===== config.mk =====
export PLATFORM = sky130hd
export DESIGN_NAME = stopwatch_lap_timer
export DESIGN_NICKNAME = d
export VERILOG_FILES = /design/src/rtl/stopwatch_lap_timer.sv
export SDC_FILE = /design/constraint.sdc
export NUM_CORES = 1
export LEC_CHECK = 0
export CAP_MARGIN = 0
export CORE_MARGIN = 2
export CORE_UTILIZATION = 45
export DETAILED_ROUTE_END_ITERATION = 8
export GPL_ROUTABILITY_DRIVEN = 0
export GPL_TIMING_DRIVEN = 0
export PLACE_DENSITY = 0.66
export SLEW_MARGIN = 20
export SYNTH_ARGS = -nofsm -noshare
export SYNTH_HDL_FRONTEND = slang
export SYNTH_SLANG_ARGS = --single-unit
export TNS_END_PERCENT = 10

===== constraint.sdc =====
create_clock -name clk -period 7.9 [get_ports clk]
set_input_delay 1.975 -clock clk [delete_from_list [all_inputs] [get_ports clk]]
set_output_delay 1.975 -clock clk [all_outputs]
set_load 0.03 [all_outputs]

===== src/rtl/stopwatch_lap_timer.sv =====
// BCD hh:mm:ss stopwatch/countdown timer with tick prescaler, preset load and a lap FIFO.
// Digit carries and borrows ripple through all six digits within a single tick.
module stopwatch_lap_timer #(
    parameter int CLK_DIV   = 50_000_000,
    parameter int HR_MOD    = 24,
    parameter int LAP_DEPTH = 4
) (
    input  logic                           clk,
    input  logic                           rst_n,
    input  logic                           clear,
    input  logic                           start_stop,
    input  logic                           mode,
    input  logic                           load,
    input  logic [23:0]                    preset,
    input  logic                           lap,
    input  logic                           lap_ready,
    output logic [23:0]                    time_bcd,
    output logic                           running,
    output logic                           done,
    output logic [23:0]                    lap_data,
    output logic                           lap_valid,
    output logic [$clog2(LAP_DEPTH+1)-1:0] lap_count,
    output logic                           lap_ovf
);

    localparam int PW = (CLK_DIV > 1) ? $clog2(CLK_DIV) : 1;
    localparam int AW = $clog2(LAP_DEPTH);
    localparam logic [PW-1:0] PRESC_LAST = PW'(CLK_DIV - 1);
    localparam logic [7:0] HR_LAST = {4'((HR_MOD - 1) / 10), 4'((HR_MOD - 1) % 10)};
    localparam logic [7:0] MS_LAST = 8'h59;

    // Two-digit BCD step; bit 8 of the result is the carry/borrow into the next pair.
    function automatic logic [8:0] bcd_inc(input logic [7:0] v, input logic [7:0] last);
        if (v == last)          return {1'b1, 8'h00};
        else if (v[3:0] == 4'd9) return {1'b0, v[7:4] + 4'd1, 4'd0};
        else                    return {1'b0, v[7:4], v[3:0] + 4'd1};
    endfunction

    function automatic logic [8:0] bcd_dec(input logic [7:0] v, input logic [7:0] last);
        if (v == 8'h00)          return {1'b1, last};
        else if (v[3:0] == 4'd0) return {1'b0, v[7:4] - 4'd1, 4'd9};
        else                     return {1'b0, v[7:4], v[3:0] - 4'd1};
    endfunction

    function automatic logic [AW-1:0] ptr_inc(input logic [AW-1:0] p);
        return (p == AW'(LAP_DEPTH - 1)) ? '0 : p + 1'b1;
    endfunction

    logic [PW-1:0] presc;
    logic          mode_r;
    logic          tick;
    logic [8:0]    sec_up, min_up, hr_up, sec_dn, min_dn, hr_dn;
    logic [23:0]   time_up, time_dn;

    assign tick = running && (presc == PRESC_LAST);

    always_comb begin
        sec_up  = bcd_inc(time_bcd[7:0], MS_LAST);
        min_up  = sec_up[8] ? bcd_inc(time_bcd[15:8], MS_LAST) : {1'b0, time_bcd[15:8]};
        hr_up   = min_up[8] ? bcd_inc(time_bcd[23:16], HR_LAST) : {1'b0, time_bcd[23:16]};
        sec_dn  = bcd_dec(time_bcd[7:0], MS_LAST);
        min_dn  = sec_dn[8] ? bcd_dec(time_bcd[15:8], MS_LAST) : {1'b0, time_bcd[15:8]};
        hr_dn   = min_dn[8] ? bcd_dec(time_bcd[23:16], HR_LAST) : {1'b0, time_bcd[23:16]};
        time_up = {hr_up[7:0], min_up[7:0], sec_up[7:0]};
        time_dn = {hr_dn[7:0], min_dn[7:0], sec_dn[7:0]};
    end

    always_ff @(posedge clk or negedge rst_n) begin
        if (!rst_n) begin
            time_bcd <= '0;
            running  <= 1'b0;
            done     <= 1'b0;
            presc    <= '0;
            mode_r   <= 1'b0;
        end else begin
            done <= 1'b0;
            if (clear) begin
                time_bcd <= '0;
                presc    <= '0;
                running  <= 1'b0;
            end else if (load && !running) begin
                time_bcd <= preset;
                presc    <= '0;
            end else begin
                if (running)
                    presc <= tick ? '0 : presc + 1'b1;
                if (tick) begin
                    if (mode_r) begin
                        time_bcd <= time_dn;
                        if (time_dn == 24'h0) done <= 1'b1;
                    end else begin
                        time_bcd <= time_up;
                        if (hr_up[8]) done <= 1'b1;
                    end
                end
                // A tick that lands on zero in down mode stops the count on the same edge.
                if (start_stop) begin
                    if (running) begin
                        running <= 1'b0;
                    end else if (!(mode && time_bcd == 24'h0)) begin
                        running <= 1'b1;
                        mode_r  <= mode;
                    end
                end else if (tick && mode_r && time_dn == 24'h0) begin
                    running <= 1'b0;
                end
            end
        end
    end

    logic [23:0]   lap_mem [LAP_DEPTH];
    logic [AW-1:0] rd_ptr, wr_ptr;
    logic          full, do_pop, do_push;

    assign lap_valid = (lap_count != '0);
    assign full      = (lap_count == ($clog2(LAP_DEPTH+1))'(LAP_DEPTH));
    assign do_pop    = lap_valid && lap_ready && !clear;
    assign do_push   = lap && !clear && (!full || do_pop);
    assign lap_data  = lap_valid ? lap_mem[rd_ptr] : '0;

    always_ff @(posedge clk) begin
        if (do_push) lap_mem[wr_ptr] <= time_bcd;
    end

    always_ff @(posedge clk or negedge rst_n) begin
        if (!rst_n) begin
            rd_ptr    <= '0;
            wr_ptr    <= '0;
            lap_count <= '0;
            lap_ovf   <= 1'b0;
        end else if (clear) begin
            rd_ptr    <= '0;
            wr_ptr    <= '0;
            lap_count <= '0;
            lap_ovf   <= 1'b0;
        end else begin
            if (do_push) wr_ptr <= ptr_inc(wr_ptr);
            if (do_pop)  rd_ptr <= ptr_inc(rd_ptr);
            if (do_push && !do_pop)
                lap_count <= lap_count + 1'b1;
            else if (do_pop && !do_push)
                lap_count <= lap_count - 1'b1;
            if (lap && full && !do_pop)
                lap_ovf <= 1'b1;
        end
    end

endmodule

* Yosys cells after proc, flatten, opt, wreduce, memory -nomap -nowiden *
Memories as Yosys holds them, arrays and structs flattened.
Cells that the tools add are included.

operators by class
  multiplexer cells = 50
  add/subtract/negate cells = 17
  equal/unequal tests = 11
  reductions and logical operators = 47
  bitwise gates (word level) = 4

operators with widths
  kind                   count
  $mux 24                5
  $mux 26                4
  $mux 9                 8
  $mux 8                 8
  $logic_not 24->1       2
  $add 26x1->26 const B  1
  $eq 26x26->1 const B   1
  $add 4x1->4 const B    6
  $logic_not 8->1        3
  $sub 4x1->4 const B    6
  $eq 8x7->1 const B     2
  $mux 1                 16
  $reduce_bool 3->1      5
  $reduce_bool 5->1      3
  $logic_and 1x1->1      13
  $eq 4x4->1 const B     3
  $logic_not 4->1        3
  $mux 2                 6
  $mux 3                 3
  $eq 8x6->1 const B     1
  $reduce_and 2->1       4
  $reduce_bool 4->1      2
  $reduce_and 3->1       2
  $reduce_bool 2->1      3
  other kinds (10)       19

storage, ports and cells
  output and inout port bits = 55
  RAM bits = 96
  input port bits = 32
  word-level logic and storage cells = 144
  memories kept = 1
  flip-flop bits (word level) = 61

memories
  memory   depth  width  rd ports  clocked after memory_dff  write ports  RTL line  text
  lap_mem  4      24     1         0                         1            111       logic [23:0] lap_mem [LAP_DEPTH];

* Depth between registers and ports, before layout *
Gate-level depths: netlist of run 1.

  depth after elaboration = 11
  gate-level depth with buffers = 10

* Least setup slack after synthesis of run 1 *
No wires, ideal clock.

  path type = register to output
  start point = register rd_ptr[0]
  end point = output lap_data[10]
  path buffers = 2
  data arrival time = 2095 ps
  stages on the path, launching flop included = 5
  setup slack = 3830 ps
  data required time = 5925 ps
  cells stage by stage = dfrtp_1 clkbuf_1 buf_1 mux4_2 and2_1

on the way
  cells in the longest elaborated chain, start to end = 2

RTL lines
  item                    RTL line  text
  from (decl)             112       logic [AW-1:0] rd_ptr, wr_ptr;
  from (signal assigned)  138       if (do_pop) rd_ptr <= ptr_inc(rd_ptr);
  $mem_v2 4x24            --
  $mux 24                 119       assign lap_data = lap_valid ? lap_mem[rd_ptr] : '0;
  to (decl)               20        output logic [23:0] lap_data,

Every way passes these cells.

* Final worst setup path of run 1 *
  start point = register rd_ptr[0]
  end point = output lap_data[7]

Same word-level chain as after synthesis.

==> qor.yml, run 1 <==
grt_pass1_vias: 6513
peakVddDrop_mv: 0.157
cp-start-kind: "register"
hold_buffers: 0
maxCapViolCount: 0
skew_ns: 0.00941
grt_pass1_wl_um: 35000
root_buffer: "clkbuf_16"
status: "finished, final reports clean"
setup_tns_ns: 0
ant_nets: 0
tightest_slew_ns: 1.11
crit_type: "register to primary output"
n_fill_cell: 1514
synth-seq-cells: 157
ff_latch_area_um2: 4410
timing.fmax_mhz: 187
placement_rows: 49
drc: 0
syn_area_um2: 8390
wl_um: 21600
cp_max_fo: 10
dpl.hpwl_um: 15200
cts_buffers: 17
yosys_warnings: 0
slew_headroom_pct: 25.1
ys_types: 69
finalCritPeriodShare_pct: 67.5
grt_max_degree: 34
viasPerCell: 6.02
ys_seq_area_share_pct: 52.5
multi_input_area_um2: 3720
die_h_um: 141
routedWlPerCell_um: 20.0
holdWs_ns: 0.508
ys.flop_type: "edfxtp_1"
finalInstanceArea_um2: 10100
syn_to_final_growth_pct: 20.4
setup_viol: 0
syn-num-nets: 797
p_leak_nw: 3.65
drv_slew: 0
antenna_found_initial: 0
overflow: 0
drive_gt1_share_pct: 9.02
dieArea_um2: 19800
power_density_nw_per_um2: 258
port_buffers: 85
avgSynthCellArea_um2: 11.4
p_total_mw: 2.61
clkTransAtPathRegs_ns: 0.06
firstDrtPassIters: 5
cts_resized: 0
final_cell_mix: "edfxtp_1, clkdlybuf4s50_1, nor2_1, dfrtp_1, nand2_1"
insertion_delay_ns: 0.43
drt_iter0_markers: 739
track_usage_pct: 22.6
cts_buffer_depth: 2
h-tree-depth: 4
vias: 6517
worstHoldPathType: "register to register"
dieWidth_um: 141
crit_arrival_ns: 3.36
placed_area_um2: 9550
cp-end-kind: "primary output"
cts_setup_buffers: 0
synth_enable_flop_cells: 96
core_area_um2: 18100
min_period_ns: 5.33
rsz0062_at_grt: "no"
layout_commonest_cell: "edfxtp_1"
async_flop_share_pct: 38.9
crit_required_ns: 5.93
ioPinCount: 87
antenna_cells: 0
cts_tree: "done"
hold_violations: 0
clock_sinks: 157
syn_inst: 736
fin_nets: 902
start_util_pct: 46.3
-- stage by stage --
| stage | utilization (%) | setup slack (ns) | std cells |
|---|---|---|---|
| final | 55.7 | 2.57 | 1083 |
| after global placement | 52.5 | 2.73 | 1050 |
| after detailed placement | 52.6 | 2.94 | 1051 |
| after CTS | 55.7 | 2.47 | 1083 |
| after global routing | 55.7 | 2.30 | 1083 |
| after floorplan | - | 3.83 | 736 |
-- routing by layer --
layer  up-vias  GRT usage, %  share of wire, %
met5         -             0                 0
met4         0          7.00               1.8
met3        32          4.79               5.9
met2       262          37.7                48
met1      3238          30.1                44
li1       2985             -                 -
-- worst max-delay path: stages, from the launching register on --
cell and delay (ns):
dfrtp_1 0.35, clkbuf_1 0.46, buf_1 0.72, mux4_2 0.63
and2_1 0.18, clkdlybuf4s50_1 0.58
-- layout make-up --
cell class	count	area share, %
Buffer	43	1.62
Clock buffer	18	4.25
Clock inverter	14	1.19
Inverter	27	1.00
Multi-Input combinational cell	509	36.9
Sequential cell	157	43.6
Tap cell	229	2.84
Timing Repair Buffer	86	8.59
-- flip-flops by register name (all words and copies together) (netlist names) --
name,cells
time_bcd,24
presc,26
lap_count,3
lap_mem,96
running,1
done,1
lap_ovf,1
wr_ptr,2
mode_r,1
rd_ptr,2
-- report_power, final --
part	leakage, nW	total, mW	internal, mW	switching [mW]
clock network	0.268	0.769	0.413	0.357
logic	1.66	0.859	0.360	0.499
registers	1.72	0.982	0.928	0.0541
-- cell families (layout without fill, tap and decap cells) --
kind of cell    Yosys count  after routing  synth area share [%]
xor+xnor                 30             30                  3.13
fa+ha+maj                29             29                  4.41
compound gates          144            144                  12.2
simple gates            277            277                  17.5
flops                   157            157                  52.5
buf+inv                  70            188                  3.16
mux                      29             29                  7.05
-- worst paths after layout --
kind / slack, ns / endpoint / depth (start not counted) / from
setup reg to reg: 4.47 / time_bcd[23]$_DFFE_PN0P_ / 9 / time_bcd[1]$_DFFE_PN0P_
hold reg to reg: 0.51 / lap_ovf$_DFFE_PN0P_ / 2 / lap_ovf$_DFFE_PN0P_
min in group asynchronous: 1.48 / presc[3]$_DFFE_PN0P_ / 1 / rst_n
hold / removal: 0.51 / lap_ovf$_DFFE_PN0P_ / 2 / lap_ovf$_DFFE_PN0P_
setup / recovery: 2.57 / lap_data[7] / 5 / rd_ptr[0]$_DFFE_PN0P_
max in group asynchronous: 5.89 / time_bcd[4]$_DFFE_PN0P_ / 2 / rst_n
-- synthesized netlist by cell type (3+ instances only) --
master	count	area (µm²)
dfrtp_1	61	1530
and4_1	4	35.0
inv_1	27	101
o311ai_0	3	26.3
a31oi_1	8	50.1
and3b_1	4	35.0
nand4_1	12	75.1
o2111ai_1	4	35.0
nor2b_1	3	18.8
a22o_1	7	61.3
o31a_1	3	26.3
or3_1	4	25.0
mux4_2	24	541
o211ai_1	13	97.6
clkbuf_1	36	135
o21ai_0	19	95.1
or3b_2	3	26.3
o21bai_1	4	30.0
a21o_1	5	37.5
nand2b_1	10	62.6
xor2_1	18	158
nor4_1	7	43.8
mux2i_1	4	40.0
and3_1	7	43.8
a221oi_1	6	52.6
ha_1	28	350
edfxtp_1	96	2880
o31ai_1	7	52.6
a32o_1	6	60.1
nand3b_1	5	37.5
nor3b_1	6	45.0
nand3_1	25	125
a21oi_1	31	155
nor2_1	67	251
a211oi_1	7	52.6
and2_1	30	188
nand2_1	55	206
nor3_1	18	90.1
xnor2_1	12	105
or2_2	3	18.8
buf_1	5	18.8
Power figures use the tool's default switching activity.
==> run 2: changes to the inputs <==
--- a/config.mk
+++ b/config.mk
@@ -11,7 +11,7 @@
 export DETAILED_ROUTE_END_ITERATION = 8
 export GPL_ROUTABILITY_DRIVEN = 0
 export GPL_TIMING_DRIVEN = 0
-export PLACE_DENSITY = 0.66
+export PLACE_DENSITY = 0.68
 export SLEW_MARGIN = 20
 export SYNTH_ARGS = -nofsm -noshare
 export SYNTH_HDL_FRONTEND = slang
==> constraint.sdc (replaced) <==
create_clock -name clk -period 4.85 [get_ports clk]
set_input_delay 1.2125 -clock clk [delete_from_list [all_inputs] [get_ports clk]]
set_output_delay 1.2125 -clock clk [all_outputs]
set_load 0.03 [all_outputs]
==> run 2 against run 1 <==
Net effect: worst hold slack worse by 0.013 ns; sequential cell count unchanged; utilization up 0.23 points; die area unchanged; register-to-register slack worse by 3.0 ns; critical path depth unchanged; final cell count unchanged; global-route usage up 0.071 points; critical path type unchanged.
==> qor.yml, run 2 (synthesized netlist as in run 1, its figures left out) <==
status: "finished, final reports clean"
highest_layer: "met4"
cts_tree: "done"
met1_length_um: 9650  # +1.4%
clkTransAtPathRegs_ns: 0.07  # about the same
routedWlPerCell_um: 19.8  # -0.80%
rsz0062_at_grt: "no"
wl_met2_um: 10300  # -1.6%
setup_viol: 0  # unchanged
core_area_um2: 18100  # unchanged
start_util_pct: 46.3  # unchanged
placement_rows: 49  # unchanged
crit_type: "register to primary output"
dieWidth_um: 141  # unchanged
dpl.hpwl_um: 14800  # -2.5%
timing.fmax_mhz: 220
firstDrtPassIters: 5  # unchanged
peakVddDrop_mv: 0.256  # +63%
die_h_um: 141  # unchanged
hold_violations: 0  # unchanged
overflow: 0  # unchanged
min_period_ns: 4.55
cts_buffer_depth: 2  # unchanged
crit_arrival_ns: 3.33  # -0.03 ns
layout_commonest_cell: "edfxtp_1"
ioPinCount: 87  # unchanged
largest_reg_flops: 96  # unchanged
dieArea_um2: 19800  # unchanged
r2r_end: "time_bcd[23]$_DFFE_PN0P_"
drc: 0  # unchanged
n_fill_cell: 1607  # +6.1%
vias: 6423  # -1.4%
antenna_found_initial: 0  # unchanged
cp_max_fo: 10  # unchanged
worstHoldPathType: "register to register"
tightest_slew_ns: 1.07  # -0.0413 ns
power_density_nw_per_um2: 426  # +65%
post-place-cells: 1051  # unchanged
h-tree-depth: 4  # unchanged
r2r_slack_ns: 1.44  # -3.03 ns
grt_pass1_vias: 6323  # -2.9%
fin_nets: 902  # unchanged
hold_buffers: 0  # unchanged
drv_slew: 0  # unchanged
post-place-ws_ns: 0.620  # -2.32 ns
largestRegisters: "lap_mem: 96 flops, presc: 26 flops, time_bcd: 24 flops"
cts_buffers: 17  # unchanged
final_cell_mix: "edfxtp_1, clkdlybuf4s50_1, nor2_1, dfrtp_1, nand2_1"
root_buffer: "clkbuf_16"
grt_max_degree: 46  # +35%
skew_ns: 0.0106  # +0.00117 ns
reg2reg_from: "time_bcd[1]$_DFFE_PN0P_"
cp-start-kind: "register"
antenna_cells: 0  # unchanged
grt_pass1_wl_um: 34600  # -1.0%
insertion_delay_ns: 0.44  # about the same
ant_nets: 0  # unchanged
clock_sinks: 157  # unchanged
wl_um: 21500  # -0.80%
timing.final.ws_setup_ns: 0.303  # -2.26 ns
cts_setup_buffers: 0  # unchanged
slew_headroom_pct: 28.4  # +3.3 points
port_buffers: 85  # unchanged
finalNonFillerCells: 1083  # unchanged
holdWs_ns: 0.496  # -0.0126 ns
maxCapViolCount: 0  # unchanged
largest-register: "lap_mem"
track_usage_pct: 22.7  # +0.071 points
crit_end: "lap_data[20]"
critPathLaunch: "rd_ptr[0]$_DFFE_PN0P_"
drt_iter0_markers: 590  # -20%
min_from: "lap_ovf$_DFFE_PN0P_"
wl_met3_um: 1180  # -8.1%
setup_tns_ns: 0  # unchanged
syn_to_final_growth_pct: 20.9
worstRegToRegCells: 9  # unchanged
drive_gt1_share_pct: 9.02  # unchanged
crit_required_ns: 3.64  # -2.29 ns
viasPerCell: 5.93  # -1.4%
finalCritPeriodShare_pct: 93.8
p_leak_nw: 3.67  # +0.70%
cp-end-kind: "primary output"
==> run 2: changes by cell type in the layout (fill, tap and decap cells not counted), sizes merged <==
cell	previous run	this run
bufinv	0	1
buf	9	8
inv	36	34
clkinv	3	6
clkbuf	54	55
clkinvlp	2	0
==> run 2: worst min path at each step <==
stage | end | slack (ns) | cells past startpoint
5_1_grt | lap_ovf$_DFFE_PN0P_ | 0.59 | 2
3_3_place_gp | lap_ovf$_DFFE_PN0P_ | 0.48 | 2
4_1_cts | lap_ovf$_DFFE_PN0P_ | 0.51 | 2
3_5_place_dp | lap_ovf$_DFFE_PN0P_ | 0.49 | 2
6_report | lap_ovf$_DFFE_PN0P_ | 0.50 | 2
2_1_floorplan | presc[0]$_DFFE_PN0P_ | 0.50 | 1
==> run 2: where the power goes <==
part	internal [mW]	total [mW]	switching (mW)	leakage, nW
Clock	0.728	1.33	0.600	0.287
Sequential	1.51	1.60	0.0877	1.72
Combinational	0.586	1.39	0.805	1.67
Total	2.83	4.32	1.49	3.67
==> run 2: what timing repair did <==
action | CTS | global route
resized for setup | 0 | 2
hold endpoints to repair | 0 | 0
endpoints found under the setup margin | 0 | 5
==> run 2: stage by stage <==
stage | util [%] | total power [mW] | instance area [µm²]
after global routing | 55.9 | 4.51 | 10100
after detailed placement | 52.7 | 3.02 | 9560
after global placement | 52.5 | 3.00 | 9530
after floorplan | - | 2.50 | 8390
after CTS | 55.9 | 4.34 | 10100
final | 55.9 | 4.32 | 10100
==> run 2: layout make-up <==
cell class,instances,area (µm²),area share (%)
multi-input combinational,509,3720,36.7
sequential,157,4410,43.5
inverter,27,101,0.999
buffer,43,165,1.63
clock inverter,14,153,1.50
clock buffer,18,429,4.23
timing repair buffer,86,876,8.63
tap,229,287,2.82
==> run 2: per-layer routing <==
metal | vias up | track usage (%)
met5 | - | 0
met4 | 0 | 6.74
met3 | 31 | 4.62
met2 | 226 | 36.9
met1 | 3184 | 31.2
li1 | 2982 | -
==> run 2: critical path: stages (launching register included) <==
cell             delay (ns)
dfrtp_1                0.37
clkbuf_1               0.48
buf_1                  0.68
mux4_2                 0.61
and2_1                 0.17
clkdlybuf4s50_1        0.58
==> run 3: changes to the inputs <==
--- a/config.mk
+++ b/config.mk
@@ -6,7 +6,6 @@
 export NUM_CORES = 1
 export LEC_CHECK = 0
 export CAP_MARGIN = 0
-export CORE_MARGIN = 2
 export CORE_UTILIZATION = 45
 export DETAILED_ROUTE_END_ITERATION = 8
 export GPL_ROUTABILITY_DRIVEN = 0
==> run 3 against run 2 <==
Net effect: the run now ends with DRC left; clock power about the same; via count down 1.0%; die area down 2.8%; first-iteration DRC count down 6.6%; critical path depth unchanged; worst hold slack better by 0.013 ns; final cell count unchanged; largest cell class unchanged; largest power group unchanged.
==> qor.yml, run 3 (synthesized netlist as in run 1, its figures left out) <==
cp-end-kind: "primary output"
crit_arrival_ns: 3.23  # -0.10 ns
antenna_found_initial: 0  # unchanged
clock_sinks: 157  # unchanged
layout_commonest_cell: "edfxtp_1"
grt_max_degree: 33  # -28%
drive_gt1_share_pct: 9.02  # unchanged
status: "finished, violations left"
largestRegisters: "lap_mem: 96 flops, presc: 26 flops, time_bcd: 24 flops"
cts_setup_buffers: 0  # unchanged
die_h_um: 139  # -1.4%
critPathLaunch: "rd_ptr[0]$_DFFE_PN0P_"
grt_pass1_wl_um: 34100  # -1.3%
cts_tree: "done"
grt_pass1_vias: 6249  # -1.2%
overflow: 0  # unchanged
start_util_pct: 46.3  # unchanged
tightest_slew_ns: 0.975  # -0.0967 ns
port_buffers: 85  # unchanged
slew_headroom_pct: 34.4  # +6.0 points
viasPerCell: 5.87  # -1.0%
rsz0062_at_grt: "no"
drt_iter0_markers: 551  # -6.6%
fin_nets: 902  # unchanged
cp_max_fo: 10  # unchanged
drc: 8  # +8
drv_slew: 0  # unchanged
violations: "DRC"
clkTransAtPathRegs_ns: 0.07  # about the same
crit_end: "lap_data[17]"
crit_required_ns: 3.64  # about the same
peakVddDrop_mv: 0.260  # +1.4%
finalCritPeriodShare_pct: 91.6  # -2.1 points
dieArea_um2: 19200  # -2.8%
ant_nets: 0  # unchanged
timing.fmax_mhz: 225  # +2.3%
ioPinCount: 87  # unchanged
antenna_cells: 0  # unchanged
core_area_um2: 18100  # unchanged
largest-register: "lap_mem"
cts_buffer_depth: 2  # unchanged
hold_violations: 0  # unchanged
min_from: "lap_ovf$_DFFE_PN0P_"
setup_tns_ns: 0  # unchanged
track_usage_pct: 23.2  # +0.49 points
largest_reg_flops: 96  # unchanged
crit_type: "register to primary output"
post-place-cells: 1051  # unchanged
firstDrtPassIters: 7  # +2
cts_buffers: 17  # unchanged
worstHoldPathType: "register to register"
final_cell_mix: "edfxtp_1, clkdlybuf4s50_1, nor2_1, dfrtp_1, nand2_1"
dpl.hpwl_um: 14700  # -0.86%
vias: 6358  # -1.0%
min_period_ns: 4.44  # -0.104 ns
cp-start-kind: "register"
power_density_nw_per_um2: 428  # +0.50%
root_buffer: "clkbuf_16"
maxCapViolCount: 0  # unchanged
wl_um: 20900  # -2.8%
whs_path_depth: 2  # unchanged
setup_viol: 0  # unchanged
syn_to_final_growth_pct: 21.0
p_leak_nw: 3.68  # +0.13%
h-tree-depth: 4  # unchanged
reg2reg_from: "time_bcd[1]$_DFFE_PN0P_"
skew_ns: 0.0105  # -0.0000639 ns
r2r_slack_ns: 1.44  # about the same
routedWlPerCell_um: 19.3  # -2.8%
insertion_delay_ns: 0.43  # about the same
worstRegToRegCells: 9  # unchanged
finalNonFillerCells: 1083  # unchanged
placement_rows: 49  # unchanged
r2r_end: "time_bcd[23]$_DFFE_PN0P_"
dieWidth_um: 139  # -1.4%
[run 3: timing repair]
action / 4_1_cts / 5_1_grt
setup endpoints to repair: 0 / 5
gates resized for setup: 0 / 2
hold buffers: 0 / 0
[run 3: critical path, stage by stage (launching register included)]
cell	delay, ns
dfrtp_1	0.35
clkbuf_1	0.46
buf_1	0.64
mux4_2	0.61
and2_1	0.17
clkdlybuf4s50_1	0.58
[run 3: final cells by class]
cell class	count	area [µm²]
flip-flops and latches	157	4410
plain buffers	43	165
fillers	1566	7990
clock buffers	17	425
multi-input cells	509	3720
inverters	27	101
well taps	229	287
clock inverters	15	176
repair buffers	86	868
[run 3: report_power, final]
group          total [mW]  switching (mW)  internal, mW
clock network        1.36           0.582         0.777
registers            1.60          0.0873          1.51
logic                1.39           0.801         0.586
[run 3: worst min path at each step]
stage                           endpoint  slack, ns
floorplan           presc[0]$_DFFE_PN0P_       0.50
global placement     lap_ovf$_DFFE_PN0P_       0.48
global route         lap_ovf$_DFFE_PN0P_       0.55
finish               lap_ovf$_DFFE_PN0P_       0.51
detailed placement   lap_ovf$_DFFE_PN0P_       0.50
CTS                  lap_ovf$_DFFE_PN0P_       0.52
[run 3: layer usage]
layer | GRT usage, % | wire length (µm) | share of wire, % | up-vias
met5 | 0 | 0 | 0 | -
met1 | 31.7 | 9510 | 46 | 3124
met2 | 37.1 | 9850 | 47 | 216
met3 | 4.59 | 1070 | 5.1 | 33
met4 | 8.04 | 423 | 2.0 | 0
li1 | - | - | - | 2985
[run 3: stage by stage]
stage | setup slack, ns | total power [mW] | hold slack [ns] | utilization, % | area (µm²)
4_1_cts | 0.131 | 4.38 | 0.517 | 56.0 | 10200
3_3_place_gp | 0.389 | 3.00 | 0.480 | 52.5 | 9530
3_5_place_dp | 0.596 | 3.02 | 0.501 | 52.6 | 9550
5_1_grt | 0.118 | 4.55 | 0.552 | 56.0 | 10200
6_report | 0.407 | 4.34 | 0.509 | 56.0 | 10200
2_1_floorplan | 1.54 | 2.50 | 0.501 | - | 8390
==> patch 1 (settings of run 3) <==
`CLK_DIV`: 50_000_000 -> 100_000_000.
--- a/src/rtl/stopwatch_lap_timer.sv
+++ b/src/rtl/stopwatch_lap_timer.sv
@@ -1,7 +1,7 @@
 // BCD hh:mm:ss stopwatch/countdown timer with tick prescaler, preset load and a lap FIFO.
 // Digit carries and borrows ripple through all six digits within a single tick.
 module stopwatch_lap_timer #(
-    parameter int CLK_DIV   = 50_000_000,
+    parameter int CLK_DIV   = 100_000_000,
     parameter int HR_MOD    = 24,
     parameter int LAP_DEPTH = 4
 ) (
Check against the original RTL: no difference found for any inputs over 4 cycles, from zero or initial values and one cycle with rst_n low; that may be too few to reach the edited logic, so the function may still have changed.
==> patch 1 against run 3 <==
Synthesized area rose by 1.4%. Non-clock buffer count fell by 3. Wire length rose by 1.4%. Design area rose by 1.2%. Critical path type unchanged. Critical endpoint is now lap_data[8]. Power rose by 3.5%. Highest routed layer unchanged. Setup slack improved by 180 ps. Sequential cell count rose by 1. Hold slack improved by 8.4 ps.
==> patch 1: results (changes against run 3) <==
status finished, final reports clean (was finished with violations); Worst Skew 11.0 ps (was 10.5 ps); critical path endpoint lap_data[8] (was lap_data[17]); first-pass GRT wire length 34.4 mm (was 34.1 mm); dpl hpwl 14.8 mm (was 14.7 mm); Fill cells 1,550 (was 1,566); Layout area overhead 20.8% (was 21.0%); Async SR Flop Fraction 39.2% (was 38.9%); P_sw 1.52 mW (was 1.47 mW); Residual DRC 0 (was 8); r2r startpoint time_bcd[0] (was time_bcd[1]); complex-gate fraction of the synthesized area 10.7% (was 12.2%); Worst EP arrival 3050 ps (was 3230 ps); adder-cell share of the synthesized area 4.35% (was 4.41%); FF-to-FF End done (was time_bcd[23]); largest net degree at the start of global routing 35 (was 33); Clock power frac 30.6% (was 31.3%); top post-synthesis cells by area edfxtp_1 34%, dfrtp_1 18%, mux4_2 6.4% (unchanged); XOR/XNOR share of the synthesized area 3.70% (was 3.13%); number of DRC markers in iteration 0 585 (was 551); Max IR drop VDD 249 uV (was 260 uV); share of layout cells above drive strength 1 11.8% (was 9.02%); Pre-Repair DR Iteration Count 5 (was 7); register area share after synthesis 52.1% (was 52.5%); leakage power 3.77 nW (was 3.68 nW); top cells by count, synth 96 x edfxtp_1, 76 x nor2_1, 62 x dfrtp_1, 48 x nand2_1, 34 x and2_1 (was 96 x edfxtp_1, 67 x nor2_1, 61 x dfrtp_1, 55 x nand2_1, 36 x clkbuf_1)
## patch 1: layer usage
metal | global-route usage, % | routed length (um)
met1 | 31.2 | 9550
met2 | 37.5 | 10100
met3 | 3.65 | 1170
met4 | 7.66 | 373
met5 | 0 | 0
## patch 1: final cells by class
type	instances	area, sq um	area share (%)
sequential	158	4430	43.1
buffer	40	184	1.79
inverter	26	97.6	0.949
clock inverter	15	183	1.78
timing repair buffer	86	868	8.45
clock buffer	17	425	4.14
tap	229	287	2.79
multi-input combinational	512	3800	37.0
## patch 1: kinds of logic after synthesis
group	count (synthesis)
and+or+nand+nor	281
DFF	158
AOI/OAI and AO/OA	128
buffers and inverters	66
muxes	38
xor gates and xnor gates	36
adders and majority gates	29
## patch 1: critical path, cell delays in order (launching register included)
cell             delay, ps
dfrtp_1                350
clkbuf_1               490
buf_2                  460
mux4_2                 550
and2_1                 170
clkdlybuf4s50_1        590
## patch 1: how the worst min path moves through the flow
stage / to / slack [ps] / from
global placement: lap_ovf / 490 / lap_ovf
CTS: lap_ovf / 520 / lap_ovf
detailed placement: lap_ovf / 510 / lap_ovf
finish: lap_ovf / 520 / lap_ovf
floorplan: presc[21] / 500 / presc[21]
global route: lap_ovf / 560 / lap_ovf
## patch 1: per-stage QoR
step | hold WS, ps | instances | utilization (%) | power [mW] | worst slack [ps]
floorplan | 497 | 736 | - | 2.60 | 1790
global placement | 491 | 1050 | 52.8 | 3.12 | 556
detailed placement | 508 | 1051 | 52.9 | 3.15 | 971
CTS | 521 | 1083 | 56.3 | 4.52 | 495
global route | 561 | 1083 | 56.3 | 4.70 | 398
finish | 517 | 1083 | 56.3 | 4.49 | 591
==> patch 2 (config.mk and constraints of run 3) <==
Without the edit above. Make the reset (`rst_n`) synchronous in 2 clocked blocks.
--- a/src/rtl/stopwatch_lap_timer.sv
+++ b/src/rtl/stopwatch_lap_timer.sv
@@ -65,7 +65,7 @@
         time_dn = {hr_dn[7:0], min_dn[7:0], sec_dn[7:0]};
     end
 
-    always_ff @(posedge clk or negedge rst_n) begin
+    always_ff @(posedge clk) begin
         if (!rst_n) begin
             time_bcd <= '0;
             running  <= 1'b0;
@@ -122,7 +122,7 @@
         if (do_push) lap_mem[wr_ptr] <= time_bcd;
     end
 
-    always_ff @(posedge clk or negedge rst_n) begin
+    always_ff @(posedge clk) begin
         if (!rst_n) begin
             rd_ptr    <= '0;
             wr_ptr    <= '0;
Check against the original RTL: differs if rst_n is asserted again (counterexample within 4 cycles, from zero or initial values and one cycle with rst_n low); with rst_n held inactive, the same outputs for 4 cycles.
==> patch 2 against run 3 <==
Wire length fell by 3.4%. Critical path depth is the same. Design area shrank 3.2%. Synthesized area down 3.4%. Sequential cell count increased by 2. Setup slack gained 88 ps. Largest cell class unchanged.
Power is not compared: it rests on default switching activity, and its combinational part moved more than twofold at a synthesized area within 25%.
==> patch 2: results (changes against run 3) <==
DR WL met2 10.2 mm (was 9.85 mm); Synth top area share 35.6% (was 34.3%); Reg clk slew, reported paths 60 ps; dpl hpwl 14.4 mm (was 14.7 mm); Mapped Nets 791 (was 797); status finished, final reports clean (was finished with violations); top post-synthesis cells by area edfxtp_1 36%, dfxtp_1 16%, mux4_2 6.7% (was edfxtp_1 34%, dfrtp_1 18%, mux4_2 6.4%); Worst EP arrival 3140 ps (was 3230 ps); Fill cells 1,482 (was 1,566); DR WL met3 1.05 mm (was 1.07 mm); slowest cell delay on critical path 700 ps (was 640 ps); top cells by count, synth 96 x edfxtp_1, 72 x nor2_1, 63 x dfxtp_1, 48 x nand2_1, 39 x a21oi_1 (was 96 x edfxtp_1, 67 x nor2_1, 61 x dfrtp_1, 55 x nand2_1, 36 x clkbuf_1); Finished Core Util 56.5% (was 56.0%); Mapped Avg Cell Area 11.1 sq um (was 11.4 sq um); first-pass GRT wire length 31.4 mm (was 34.1 mm); placed cell areas 0.00925 sq mm (was 0.00955 sq mm); Async SR Flop Fraction 0% (was 38.9%); Vias/cell 5.79 (was 5.87); post-synth cell types 67 (was 69); Routed WL 20.1 mm (was 20.9 mm); CTS root buffer clkbuf_16 (unchanged); vias in the first global route 6,009 (was 6,249); Inst Count DP 1,040 (was 1,051); Place WS 820 ps (was 596 ps); Nets 896 (was 902); Post-Layout Cell Count 1,072 (was 1,083); met2 usage 39.2% (was 37.1%); share of layout cells above drive strength 1 10.5% (was 9.02%); Crit-path slowest cell buf_1 (unchanged); register area share after synthesis 51.1% (was 52.5%); GR Util All Layers 22.4% (was 23.2%); Port Buffers 86 (was 85); Tcrit/Tclk final 89.8% (was 91.6%); grt met3 use 3.47% (was 4.59%); number of DRC markers in iteration 0 436 (was 551); largest net degree at the start of global routing 25 (was 33); GR Util met1 28.0% (was 31.7%); Metal-1 WL 8.50 mm (was 9.51 mm); Worst Skew 14.5 ps (was 10.5 ps); Slew HR 36.7% (was 34.4%); largest registers lap_mem (96), presc (26), time_bcd (24) (unchanged); Pre-Repair DR Iteration Count 7 (unchanged)
## patch 2: changes by cell type in the layout (fill, tap and decap cells not counted), sizes merged, moves of 7 or more
cell,run 3,this run
a21oi,31,39
a22o,7,0
o21ai,19,30
clkbuf,54,44
a221o,2,9
dfrtp,61,0
nand2,55,48
dfxtp,0,63
buf,8,16
nand3,25,36
## patch 2: cell type report
cell class	count	area share, %
timing repair buffer	86	8.75
buffer	43	2.00
clock inverter	15	1.58
clock buffer	17	4.33
inverter	23	0.878
sequential	159	42.1
multi-input combinational	504	37.5
tap	225	2.86
## patch 2: worst max-delay path, delay by kind of cell, from the launching register on
kind	cells	cell delay, ps
flip-flops	1	310
buffers and inverters	3	1640
multiplexers	1	600
AND/OR/NAND/NOR	1	170
## patch 2: logic make-up (layout without fill, tap and decap cells)
logic type      after synthesis  count (layout)  synth area share, %
simple gates                280             280                 18.8
mux                          35              35                 8.18
xor+xnor                     32              32                 3.46
flops                       159             159                 51.1
compound gates              127             127                 10.2
buf+inv                      66             184                 3.49
fa+ha+maj                    30              30                 4.72
## patch 2: final timing paths
kind / start / endpoint / slack [ps] / cells past startpoint
worst min-delay path: lap_ovf / lap_ovf / 500 / 2
worst max register to register: time_bcd[0] / running / 1700 / 10
worst max-delay path: register / lap_data[17] / 490 / 5
worst min register to register: lap_ovf / lap_ovf / 500 / 2
## patch 2: power by group through the flow
stage / sequential (mW) / clock [mW] / combinational (mW)
global placement: 1.50 / 0 / 0.398
global route: 1.48 / 1.38 / 0.440
detailed placement: 1.51 / 0 / 0.407
floorplan: 1.51 / 0 / 0.248
CTS: 1.48 / 1.32 / 0.408
finish: 1.48 / 1.30 / 0.411
